## src/rtl/vga_scan_out_pkg.sv

```systemverilog
// Shared VGA timing macros and the types used by the scan-out block.
// The macros keep the board-wide defaults in one place; the package carries the types.
`ifndef VGA_SCAN_OUT_DEFINES
`define VGA_SCAN_OUT_DEFINES
`define VGA_WIDTH   640
`define VGA_HEIGHT  480
`define VGA_H_FP    16
`define VGA_H_SYNC  96
`define VGA_H_BP    48
`define VGA_V_FP    10
`define VGA_V_SYNC  2
`define VGA_V_BP    33
`define VGA_H_TOTAL (`VGA_WIDTH + `VGA_H_FP + `VGA_H_SYNC + `VGA_H_BP)
`define VGA_V_TOTAL (`VGA_HEIGHT + `VGA_V_FP + `VGA_V_SYNC + `VGA_V_BP)
`define VGA_BLACK   16'h0000
`define VGA_WHITE   16'hFFFF
`endif

package vga_scan_out_pkg;

    localparam int unsigned CNT_W = 10;
    localparam logic [15:0] BLACK = `VGA_BLACK;

    typedef logic [CNT_W-1:0] cnt_t;

    // Internal timing bits are active-high; polarity is applied only at the pins.
    typedef struct packed {
        logic hs;
        logic vs;
        logic de;
    } sync_t;

    function automatic logic in_window(cnt_t v, int unsigned lo, int unsigned len);
        return (v >= cnt_t'(lo)) && (v < cnt_t'(lo + len));
    endfunction

endpackage

```

## src/rtl/vga_scan_if.sv

```systemverilog
// Bundle between the raster generator, the page renderers and the VGA DAC pins.
// Coordinates flow out to the renderers, pix_data returns PIX_LAT cycles later.
interface vga_scan_if;
    import vga_scan_out_pkg::*;

    cnt_t        screen_x;
    cnt_t        screen_y;
    logic        screen_valid;
    logic        frame_start;
    logic [15:0] pix_data;
    logic [15:0] vga_rgb;
    logic        vga_hs;
    logic        vga_vs;
    logic        vga_de;

    modport master (
        output screen_x, screen_y, screen_valid, frame_start,
        input  pix_data,
        output vga_rgb, vga_hs, vga_vs, vga_de
    );

    modport slave (
        input  screen_x, screen_y, screen_valid, frame_start,
        output pix_data,
        input  vga_rgb, vga_hs, vga_vs, vga_de
    );
endinterface

```

## src/rtl/vga_scan_out_sync_delay.sv

```systemverilog
// Shift register with synchronous clear that matches sync/blank timing to
// the renderers' pixel latency; DEPTH=0 degenerates to a wire.
module vga_sync_delay #(
    parameter int unsigned DEPTH = 1,
    parameter int unsigned WIDTH = 1
) (
    input  logic             clk,
    input  logic             clr,
    input  logic [WIDTH-1:0] d,
    output logic [WIDTH-1:0] q
);

    generate
        if (DEPTH == 0) begin : g_pass
            logic unused_clk_clr;
            assign unused_clk_clr = clk ^ clr;
            assign q = d;
        end else begin : g_shift
            logic [WIDTH-1:0] stage [DEPTH];

            always_ff @(posedge clk) begin
                if (clr) begin
                    for (int i = 0; i < int'(DEPTH); i++) stage[i] <= '0;
                end else begin
                    stage[0] <= d;
                    for (int i = 1; i < int'(DEPTH); i++) stage[i] <= stage[i-1];
                end
            end

            assign q = stage[DEPTH-1];
        end
    endgenerate

endmodule

```

## src/rtl/vga_scan_out.sv

```systemverilog
// Raster scan generator: drives coordinates to the page renderers and emits
// timed RGB565 plus hsync/vsync, with sync delayed to match pixel latency.
module vga_scan_out
    import vga_scan_out_pkg::*;
#(
    parameter int unsigned H_ACTIVE = `VGA_WIDTH,
    parameter int unsigned H_FP     = `VGA_H_FP,
    parameter int unsigned H_SYNC   = `VGA_H_SYNC,
    parameter int unsigned H_BP     = `VGA_H_BP,
    parameter int unsigned V_ACTIVE = `VGA_HEIGHT,
    parameter int unsigned V_FP     = `VGA_V_FP,
    parameter int unsigned V_SYNC   = `VGA_V_SYNC,
    parameter int unsigned V_BP     = `VGA_V_BP,
    parameter int unsigned PIX_LAT  = 1,
    parameter logic        SYNC_ACT = 1'b0
) (
    input logic       vga_clk,
    input logic       sys_rst,
    vga_scan_if.master bus
);

    localparam int unsigned H_TOTAL = H_ACTIVE + H_FP + H_SYNC + H_BP;
    localparam int unsigned V_TOTAL = V_ACTIVE + V_FP + V_SYNC + V_BP;

    cnt_t  h_cnt;
    cnt_t  v_cnt;
    logic  h_last;
    logic  v_last;
    logic  active;
    sync_t raw;
    sync_t dly;

    assign h_last = (h_cnt == cnt_t'(H_TOTAL - 1));
    assign v_last = (v_cnt == cnt_t'(V_TOTAL - 1));

    always_ff @(posedge vga_clk) begin
        if (sys_rst) begin
            h_cnt <= '0;
            v_cnt <= '0;
        end else if (h_last) begin
            h_cnt <= '0;
            v_cnt <= v_last ? '0 : v_cnt + 1'b1;
        end else begin
            h_cnt <= h_cnt + 1'b1;
        end
    end

    // Coordinates are quiet while reset is held so renderers never see a stale position.
    assign active = !sys_rst && (h_cnt < cnt_t'(H_ACTIVE)) && (v_cnt < cnt_t'(V_ACTIVE));

    assign bus.screen_valid = active;
    assign bus.screen_x     = active ? h_cnt : '0;
    assign bus.screen_y     = active ? v_cnt : '0;
    assign bus.frame_start  = !sys_rst && (h_cnt == '0) && (v_cnt == '0);

    always_comb begin
        raw    = '0;
        raw.hs = in_window(h_cnt, H_ACTIVE + H_FP, H_SYNC);
        raw.vs = in_window(v_cnt, V_ACTIVE + V_FP, V_SYNC);
        raw.de = active;
    end

    vga_sync_delay #(
        .DEPTH (PIX_LAT),
        .WIDTH ($bits(sync_t))
    ) u_sync_delay (
        .clk (vga_clk),
        .clr (sys_rst),
        .d   (raw),
        .q   (dly)
    );

    // One output register aligns the delayed timing with the sampled pixel.
    always_ff @(posedge vga_clk) begin
        if (sys_rst) begin
            bus.vga_rgb <= BLACK;
            bus.vga_de  <= 1'b0;
            bus.vga_hs  <= !SYNC_ACT;
            bus.vga_vs  <= !SYNC_ACT;
        end else begin
            bus.vga_rgb <= dly.de ? bus.pix_data : BLACK;
            bus.vga_de  <= dly.de;
            bus.vga_hs  <= dly.hs ? SYNC_ACT : !SYNC_ACT;
            bus.vga_vs  <= dly.vs ? SYNC_ACT : !SYNC_ACT;
        end
    end

endmodule
```

## src/flat_wrapper.sv

```systemverilog
// flat-port wrapper written by rule: the top's interface ports become plain ports
module vga_scan_out_flat import vga_scan_out_pkg::*;
#(
    parameter int unsigned H_ACTIVE = `VGA_WIDTH,
    parameter int unsigned H_FP     = `VGA_H_FP,
    parameter int unsigned H_SYNC   = `VGA_H_SYNC,
    parameter int unsigned H_BP     = `VGA_H_BP,
    parameter int unsigned V_ACTIVE = `VGA_HEIGHT,
    parameter int unsigned V_FP     = `VGA_V_FP,
    parameter int unsigned V_SYNC   = `VGA_V_SYNC,
    parameter int unsigned V_BP     = `VGA_V_BP,
    parameter int unsigned PIX_LAT  = 1,
    parameter logic        SYNC_ACT = 1'b0
)
  (vga_clk, sys_rst, bus_screen_x, bus_screen_y, bus_screen_valid, bus_frame_start, bus_pix_data, bus_vga_rgb, bus_vga_hs, bus_vga_vs, bus_vga_de);
  vga_scan_if bus_i ();
  input logic vga_clk;
  input logic sys_rst;
  output wire logic [$bits(bus_i.screen_x)-1:0] bus_screen_x;
  output wire logic [$bits(bus_i.screen_y)-1:0] bus_screen_y;
  output wire logic [$bits(bus_i.screen_valid)-1:0] bus_screen_valid;
  output wire logic [$bits(bus_i.frame_start)-1:0] bus_frame_start;
  input wire logic [$bits(bus_i.pix_data)-1:0] bus_pix_data;
  output wire logic [$bits(bus_i.vga_rgb)-1:0] bus_vga_rgb;
  output wire logic [$bits(bus_i.vga_hs)-1:0] bus_vga_hs;
  output wire logic [$bits(bus_i.vga_vs)-1:0] bus_vga_vs;
  output wire logic [$bits(bus_i.vga_de)-1:0] bus_vga_de;
  assign bus_screen_x = bus_i.screen_x;
  assign bus_screen_y = bus_i.screen_y;
  assign bus_screen_valid = bus_i.screen_valid;
  assign bus_frame_start = bus_i.frame_start;
  assign bus_i.pix_data = bus_pix_data;
  assign bus_vga_rgb = bus_i.vga_rgb;
  assign bus_vga_hs = bus_i.vga_hs;
  assign bus_vga_vs = bus_i.vga_vs;
  assign bus_vga_de = bus_i.vga_de;
  vga_scan_out #(.H_ACTIVE(H_ACTIVE), .H_FP(H_FP), .H_SYNC(H_SYNC), .H_BP(H_BP), .V_ACTIVE(V_ACTIVE), .V_FP(V_FP), .V_SYNC(V_SYNC), .V_BP(V_BP), .PIX_LAT(PIX_LAT), .SYNC_ACT(SYNC_ACT)) u_core (.vga_clk(vga_clk), .sys_rst(sys_rst), .bus(bus_i));
endmodule
```

## config.mk

```make
export PLATFORM = sky130hd
export DESIGN_NAME = vga_scan_out_flat
export DESIGN_NICKNAME = d
export VERILOG_FILES = /design/src/rtl/vga_scan_out_pkg.sv /design/src/rtl/vga_scan_if.sv /design/src/rtl/vga_scan_out_sync_delay.sv /design/src/rtl/vga_scan_out.sv /design/src/flat_wrapper.sv
export SDC_FILE = /design/constraint.sdc
export NUM_CORES = 1
export LEC_CHECK = 0
export ABC_AREA = 1
export CAP_MARGIN = 20
export CORE_ASPECT_RATIO = 0.5
export CORE_MARGIN = 5
export CORE_UTILIZATION = 35
export CTS_CLUSTER_SIZE = 14
export DETAILED_ROUTE_END_ITERATION = 8
export GPL_TIMING_DRIVEN = 0
export SETUP_SLACK_MARGIN = 0.02
export SYNTH_ARGS = -nofsm -noshare
export SYNTH_HDL_FRONTEND = slang
export SYNTH_HIERARCHICAL = 1
export SYNTH_SLANG_ARGS = --single-unit
```

## constraint.sdc

```tcl
create_clock -name vga_clk -period 3.4 [get_ports vga_clk]
set_input_delay 0.68 -clock vga_clk [delete_from_list [all_inputs] [get_ports vga_clk]]
set_output_delay 0.68 -clock vga_clk [all_outputs]
set_load 0.05 [all_outputs]
```

==> summary.txt, run 1 <==
Logic synthesis
  • Post-synthesis sequential area ratio: 0.436
  • Cell variety after synth: 27
  • Synth top area cells: dfxtp_1, nor2_1, inv_1
  • Largest family of logic cells by synthesized area: simple AND/OR/NAND/NOR gates
  • Post-synth top area share: 0.436
  • Simple-Gate Fraction of Synth Area: 0.356
  • Synth area leader: dfxtp_1
  • Synth Warn #: 6
  • Synthesized flop and latch total: 42
  • Post-Syn Area: 1930 µm²
  • Post-synthesis adder-cell area fraction: 0.0260
  • Post-synthesis mux area share: 0
  • Synth Area in XOR/XNOR: 0.0136
  • Post-synthesis area per instance: 6.98 µm²
  • Compound-Gate Fraction of Synth Area: 0.0409
  • Syn_nets: 298
  • Post-Syn Instances: 276

Pwr
  • PwrDens: 376 nW/µm²
  • Worst vdd ir: 269 µV
  • P_leak: 1.25 nW
  • Pwr Total: 1.01 mW

CTS
  • Clock transition at path regs: 0.08 ns
  • Clock Tree Buf Depth: 2
  • Skew-Pair Late Insertion Delay: 0.29 ns
  • H-tree depth: 2
  • CTS tree: built
  • Clock Tree Root: clkbuf_8
  • Clock Sinks: 42
  • Num CTS Buffers: 5

Route
  • Detail Route Antenna Nets: 0
  • Vias: 1811
  • WL final: 4450 µm
  • Residual DRC: 0
  • Vias per std cell: 4.37
  • DRT Pass-1 Iters: 4
  • DR WL/cell: 10.8 µm
  • Iteration-0 DRC Markers: 71

Critical path
  • Crit path launch type: input port
  • CP endpoint kind: output pin
  • WS Path Type: in2out
  • Critical Path RT: 2.72 ns
  • Crit Path Max Fanout: 10
  • Worst r2r src: u_core/h_cnt[0]
  • CP arrival: 2.56 ns
  • CP Launch Point: sys_rst

STA
  • Fin. max-slew vios: 0
  • Clock Skew: 0.00646 ns
  • Post-route minimum period: 3.24 ns
  • F_max: 0.309 GHz
  • Tightest Pin Transition: 0.526 ns
  • Setup TNS: 0 ns
  • Final Hold Fails: 0
  • RSZ-0062 raised after global routing: no
  • Final period utilization: 0.953
  • Slew Limit Headroom: 0.648
  • Setup WS post-layout: 0.160 ns
  • Final setup viols: 0

Floorplanning
  • Rows: 19
  • Core ar.: 5400 µm²
  • Die Height: 62.5 µm
  • Total die area: 7180 µm²
  • Die width: 115 µm
  • Initial cell density of the core: 0.357
  • I/O pin cnt: 59

Outcome
  • Status: complete, no violations

Placement
  • IO buf count: 57
  • Dpl ws: -0.167 ns
  • HPWL Detailed: 3480 µm
  • RePlAce Congestion: 0.826
  • Placed cell area: 2590 µm²

Run
  • Max Cap Viol: 0

Finish
  • Final instance area: 2670 µm²
  • # fillers: 592
  • Final nets: 362
  • Area Overhead vs Synth: 38.7%
  • Share of layout cells above drive strength 1: 0.0909
  • Antenna fix cells: 0
  • Final core utilization: 0.495

Hold path
  • Min-Delay Startpoint: u_core/u_sync_delay/g_shift.stage[0][1]
  • Worst Hold Class: reg2reg

Global routing
  • Global Route Usage Sum: 0.126
  • Total grt overflow: 0
  • Largest net degree at the start of global routing: 14
  • First-pass GRT wire length: 7460 µm
  • Initial antenna violation count: 0
  • Number of global-route vias before repair: 1651
==> repair_timing <==
item / CTS / global route
hold buffers: 0 / 0
resized for setup: 21 / 3
endpoints found under the setup margin: 21 / 20
setup buffers: 0 / 0
==> state kept, by name, indices dropped and copies added (netlist names) <==
| name | cells |
|---|---|
| u_core/bus.vga_de | 1 |
| u_core/bus.vga_hs | 1 |
| u_core/bus.vga_rgb | 16 |
| u_core/bus.vga_vs | 1 |
| u_core/h_cnt | 10 |
| u_core/u_sync_delay/g_shift.stage | 3 |
| u_core/v_cnt | 10 |
==> through the flow <==
stage          hold slack [ns]  std cells
6_report                 0.374        414
4_1_cts                  0.376        414
2_1_floorplan            0.352        276
3_3_place_gp             0.357        406
5_1_grt                  0.398        414
3_5_place_dp             0.357        406
==> cells in the mapped netlist <==
| cell type | count |
|---|---|
| xor2_1 | 3 |
| o21ai_2 | 3 |
| o21ai_1 | 1 |
| nor2_1 | 80 |
| clkinv_2 | 1 |
| buf_4 | 5 |
| o21ai_0 | 3 |
| clkinv_1 | 1 |
| a211oi_1 | 1 |
| nor3_2 | 1 |
| nor2_2 | 1 |
| buf_6 | 1 |
| nand2_4 | 2 |
| nor3_1 | 2 |
| inv_2 | 2 |
| conb_1 | 1 |
| nand2_2 | 2 |
| nand3_1 | 14 |
| nand3_4 | 1 |
| inv_1 | 47 |
| a21oi_1 | 5 |
| nand4_1 | 5 |
| dfxtp_1 | 42 |
| nand2_1 | 45 |
| ha_1 | 4 |
| nor3b_2 | 2 |
| nor2_4 | 1 |
==> metal layers <==
layer,global-route usage,up-vias,wire length (µm)
li1,-,953,-
met1,0.169,811,2190
met2,0.198,45,1960
met3,0.0397,2,272
met4,0.0264,0,22
met5,0,-,0
==> placed cells by master, fill, tap and decap left out, drive strengths merged <==
cell           synthesis  layout
clkdlybuf4s50          0      36
buf                    6       6
a211oi                 1       1
clkbuf                 0       7
ha                     4       4
clkinv                 2       1
nor3                   3       3
nor2                  82      82
conb                   1       1
o21ai                  7       7
xor2                   3       3
nand3                 15      15
bufinv                 0       1
clkinvlp               0       2
dfxtp                 42      42
nor3b                  2       2
nand2                 49      49
nand4                  5       5
inv                   49      49
a21oi                  5       5
dlygate4sd2            0      20
==> critical path, cell delays in order <==
cell	delay, ns
clkdlybuf4s50_1	0.55
clkinvlp_4	0.25
nand3_1	0.10
nor2_1	0.10
nand2_1	0.07
buf_4	0.17
nor2_1	0.10
dlygate4sd2_1	0.54
==> final timing paths <==
check | end | slack [ns] | cells past startpoint
max | bus_screen_y[1] | 0.16 | 8
min reg2reg | u_core/bus.vga_vs | 0.37 | 1
max reg2reg | u_core/h_cnt[9] | 1.93 | 7
min | u_core/bus.vga_vs | 0.37 | 1
==> logic make-up (layout without fill, tap and decap cells) <==
logic type                 count (synthesis)  after routing
buffers and inverters                     57            122
AOI/OAI and AO/OA                         13             13
and+or+nand+nor                          156            156
other                                      1              1
xor gates and xnor gates                   3              3
DFF                                       42             42
adders and majority gates                  4              4
==> where the power goes <==
part	internal, mW	leakage, nW	switching (mW)
combinational	0.0429	0.855	0.0656
clock	0.219	0.0514	0.173
sequential	0.500	0.341	0.00470
total	0.763	1.25	0.243
==> area by class of cell <==
cell class	instances	area, µm²	area share
buffer	6	48.8	0.0183
clock buffer	6	72.6	0.0272
clock inverter	2	37.5	0.0140
inverter	51	196	0.0735
multi-input combinational	177	845	0.316
sequential	42	841	0.315
tap	73	91.3	0.0342
timing repair buffer	57	541	0.202
Power figures use the tool's default switching activity.
==> inputs of run 2 (changes only) <==
--- a/config.mk
+++ b/config.mk
@@ -13,6 +13,7 @@
 export CTS_CLUSTER_SIZE = 14
 export DETAILED_ROUTE_END_ITERATION = 8
 export GPL_TIMING_DRIVEN = 0
+export PLACE_DENSITY = 0.7
 export SETUP_SLACK_MARGIN = 0.02
 export SYNTH_ARGS = -nofsm -noshare
 export SYNTH_HDL_FRONTEND = slang
==> run 2 against run 1 <==
Compared with the run above: critical path depth unchanged; utilization rose by 0.093 points; sequential cell count is the same; cell area up 0.19%; first-iteration DRC count rose by 55%; power is essentially flat; sequential share of layout area is 0.059 points lower; clock skew down 0.0016 ns; via count decreased by 1.6%; critical path type unchanged; largest power group unchanged.
==> summary.txt, run 2 (synthesis gave the netlist of run 1 again) <==
Outcome
  • Status: complete, no violations

Global routing
  • Global Route Usage Sum: 0.127 (+0.00172)
  • Largest net degree at the start of global routing: 14 (unchanged)
  • First-pass GRT wire length: 7560 µm (+1.4%)
  • Met1 usage: 0.162 (-0.00662)
  • Most crowded layer after global routing: met2
  • Number of global-route vias before repair: 1662 (+0.67%)
  • Grt met2 use: 0.209 (+0.0108)
  • Initial antenna violation count: 0 (unchanged)
  • Met3 usage: 0.0329 (-0.00677)
  • Total grt overflow: 0 (unchanged)

STA
  • Tightest Pin Transition: 0.525 ns (-0.00120 ns)
  • F_max: 0.313 GHz (+1.4%)
  • Slew Limit Headroom: 0.649 (+0.000801)
  • Final period utilization: 0.939 (-0.0135)
  • Setup TNS: 0 ns (unchanged)
  • Final Hold Fails: 0 (unchanged)
  • Clock Skew: 0.00484 ns (-0.00162 ns)
  • RSZ-0062 raised after global routing: no
  • Post-route minimum period: 3.19 ns (-0.0460 ns)
  • Final setup viols: 0 (unchanged)
  • Fin. max-slew vios: 0 (unchanged)

Route
  • Detail Route Antenna Nets: 0 (unchanged)
  • DR WL/cell: 10.6 µm (-1.7%)
  • DRT Pass-1 Iters: 4 (unchanged)
  • Residual DRC: 0 (unchanged)
  • WL final: 4380 µm (-1.7%)
  • Vias per std cell: 4.30 (-1.6%)
  • Iteration-0 DRC Markers: 110 (+55%)
  • Vias: 1782 (-1.6%)

CTS
  • Clock Tree Buf Depth: 2 (unchanged)
  • CTS tree: built
  • Clock Sinks: 42 (unchanged)
  • Clock Tree Root: clkbuf_8
  • # hold bufs at CTS: 0 (unchanged)
  • Num CTS Buffers: 5 (unchanged)
  • Clock transition at path regs: 0.08 ns (about the same)
  • Skew-Pair Late Insertion Delay: 0.29 ns (about the same)
  • H-tree depth: 2 (unchanged)

Critical path
  • CP endpoint kind: output pin
  • Critical Path RT: 2.72 ns (about the same)
  • R2R depth: 7 (unchanged)
  • WS Path Type: in2out
  • Worst path max stage delay: 0.54 ns (about the same)
  • Critical Path, Cell by Cell: clkdlybuf4s50_1 > clkinv_2 > nand3_1 > nor2_1 > nand2_1 > buf_4 > nor2_1 > dlygate4sd2_1
  • Crit path top cell by count: nor2_1
  • Crit path launch type: input port
  • R2r setup slk: 1.93 ns (about the same)
  • Crit Path Max Fanout: 10 (unchanged)
  • Worst reg2reg path endpoint: u_core/h_cnt[9]
  • CP arrival: 2.51 ns (-0.05 ns)
  • Crit-path slowest cell: clkdlybuf4s50_1
  • Worst r2r src: u_core/h_cnt[0]

Pwr
  • Switch share: 0.241 (-0.000605)
  • PwrDens: 376 nW/µm² (-0.18%)
  • Internal power: 763 µW (about the same)
  • Worst vdd ir: 166 µV (-38%)
  • Pwr Total: 1.01 mW (about the same)
  • P_leak: 1.27 nW (+1.5%)
  • Clock power share: 0.389 (about the same)
  • Sw Pwr: 242 µW (-0.25%)
  • Sequential Power Share: 0.502 (about the same)
  • Comb power frac: 0.109 (about the same)

Finish
  • Most flop-heavy register: u_core/bus.vga_rgb
  • Number of flip-flops in the largest register: 16 (unchanged)
  • Area Overhead vs Synth: 39.0%
  • Share of layout cells above drive strength 1: 0.0880 (-0.00293)
  • Final nets: 362 (unchanged)
  • Final core utilization: 0.496 (+0.000927)
  • Biggest regs: u_core/bus.vga_rgb x16, u_core/h_cnt x10, u_core/v_cnt x10
  • Most common cell after layout, fill and taps aside: nor2_1
  • Commonest cells after routing, fill and taps aside: nor2_1, inv_1, nand2_1
  • Antenna fix cells: 0 (unchanged)
  • # fillers: 572 (-3.4%)

Floorplanning
  • Initial cell density of the core: 0.357 (unchanged)
  • Die width: 115 µm (unchanged)
  • Rows: 19 (unchanged)
  • Die Height: 62.5 µm (unchanged)
  • I/O pin cnt: 59 (unchanged)
  • Total die area: 7180 µm² (unchanged)
  • Core ar.: 5400 µm² (unchanged)

Hold path
  • Min-Delay Startpoint: u_core/u_sync_delay/g_shift.stage[0][1]
  • Worst Hold Class: reg2reg
  • Hold Path Cell Cnt: 1 (unchanged)
  • WHS Endpoint: u_core/bus.vga_vs

Run
  • Max Cap Viol: 0 (unchanged)

Placement
  • IO buf count: 57 (unchanged)
  • HPWL Detailed: 3460 µm (-0.76%)
  • RePlAce Congestion: 0.883 (+6.9%)
## run 2: cell types whose count changed in the layout (fill, tap and decap cells not counted), sizes merged
cell and delta:
clkbuf -1, clkinv +1, clkinvlp -1, dlymetal6s2s +1
## run 2: per-stage QoR
step                      hold WS [ns]  setup slack, ns  instances  area (µm²)
after floorplan                  0.352            0.864        276        1930
after global placement           0.359           -0.150        406        2590
after detailed placement         0.358           -0.188        406        2590
after CTS                        0.378           0.0231        414        2680
after global routing             0.390           0.0565        414        2680
final                            0.375            0.206        414        2680
## run 2: how the worst max path moves through the flow
stage                     startpoint  slack (ns)  depth (start not counted)                to
after floorplan              sys_rst        0.86                          6   bus_screen_y[0]
after global placement       sys_rst       -0.15                          8  bus_screen_valid
after detailed placement     sys_rst       -0.19                          8  bus_screen_valid
after CTS                    sys_rst        0.02                          7   bus_frame_start
after global routing         sys_rst        0.06                          8   bus_screen_y[0]
final                        sys_rst        0.21                          8   bus_screen_y[0]
## run 2: critical path, delay by kind of cell
| kind | cells | cell delay, ns |
|---|---|---|
| and+or+nand+nor | 4 | 0.36 |
| buffers and inverters | 4 | 1.46 |
## run 2: timing repair
action,CTS,global route
setup endpoints to repair,21,1
buffers inserted,0,0
resized for setup,21,1
## run 2: power groups by stage
stage          Combinational (mW)  Sequential (mW)  Clock (mW)
2_1_floorplan              0.0464            0.536           0
6_report                    0.109            0.505       0.391
3_5_place_dp                0.112            0.517           0
5_1_grt                     0.118            0.507       0.428
4_1_cts                     0.111            0.505       0.409
3_3_place_gp                0.110            0.517           0
## run 2: final cells by class
cell class	count	area [µm²]	area share
inverters	51	194	0.0724
clock buffers	6	72.6	0.0271
flip-flops and latches	42	841	0.314
repair buffers	57	548	0.205
multi-input cells	177	845	0.315
clock inverters	2	37.5	0.0140
well taps	73	91.3	0.0341
plain buffers	6	48.8	0.0182
## run 2: metal layers
layer  up-vias  routed length [µm]
met2        42                2040
met3         5                 276
met1       788                2010
li1        947                   -
met5         -                   0
met4         0                  53
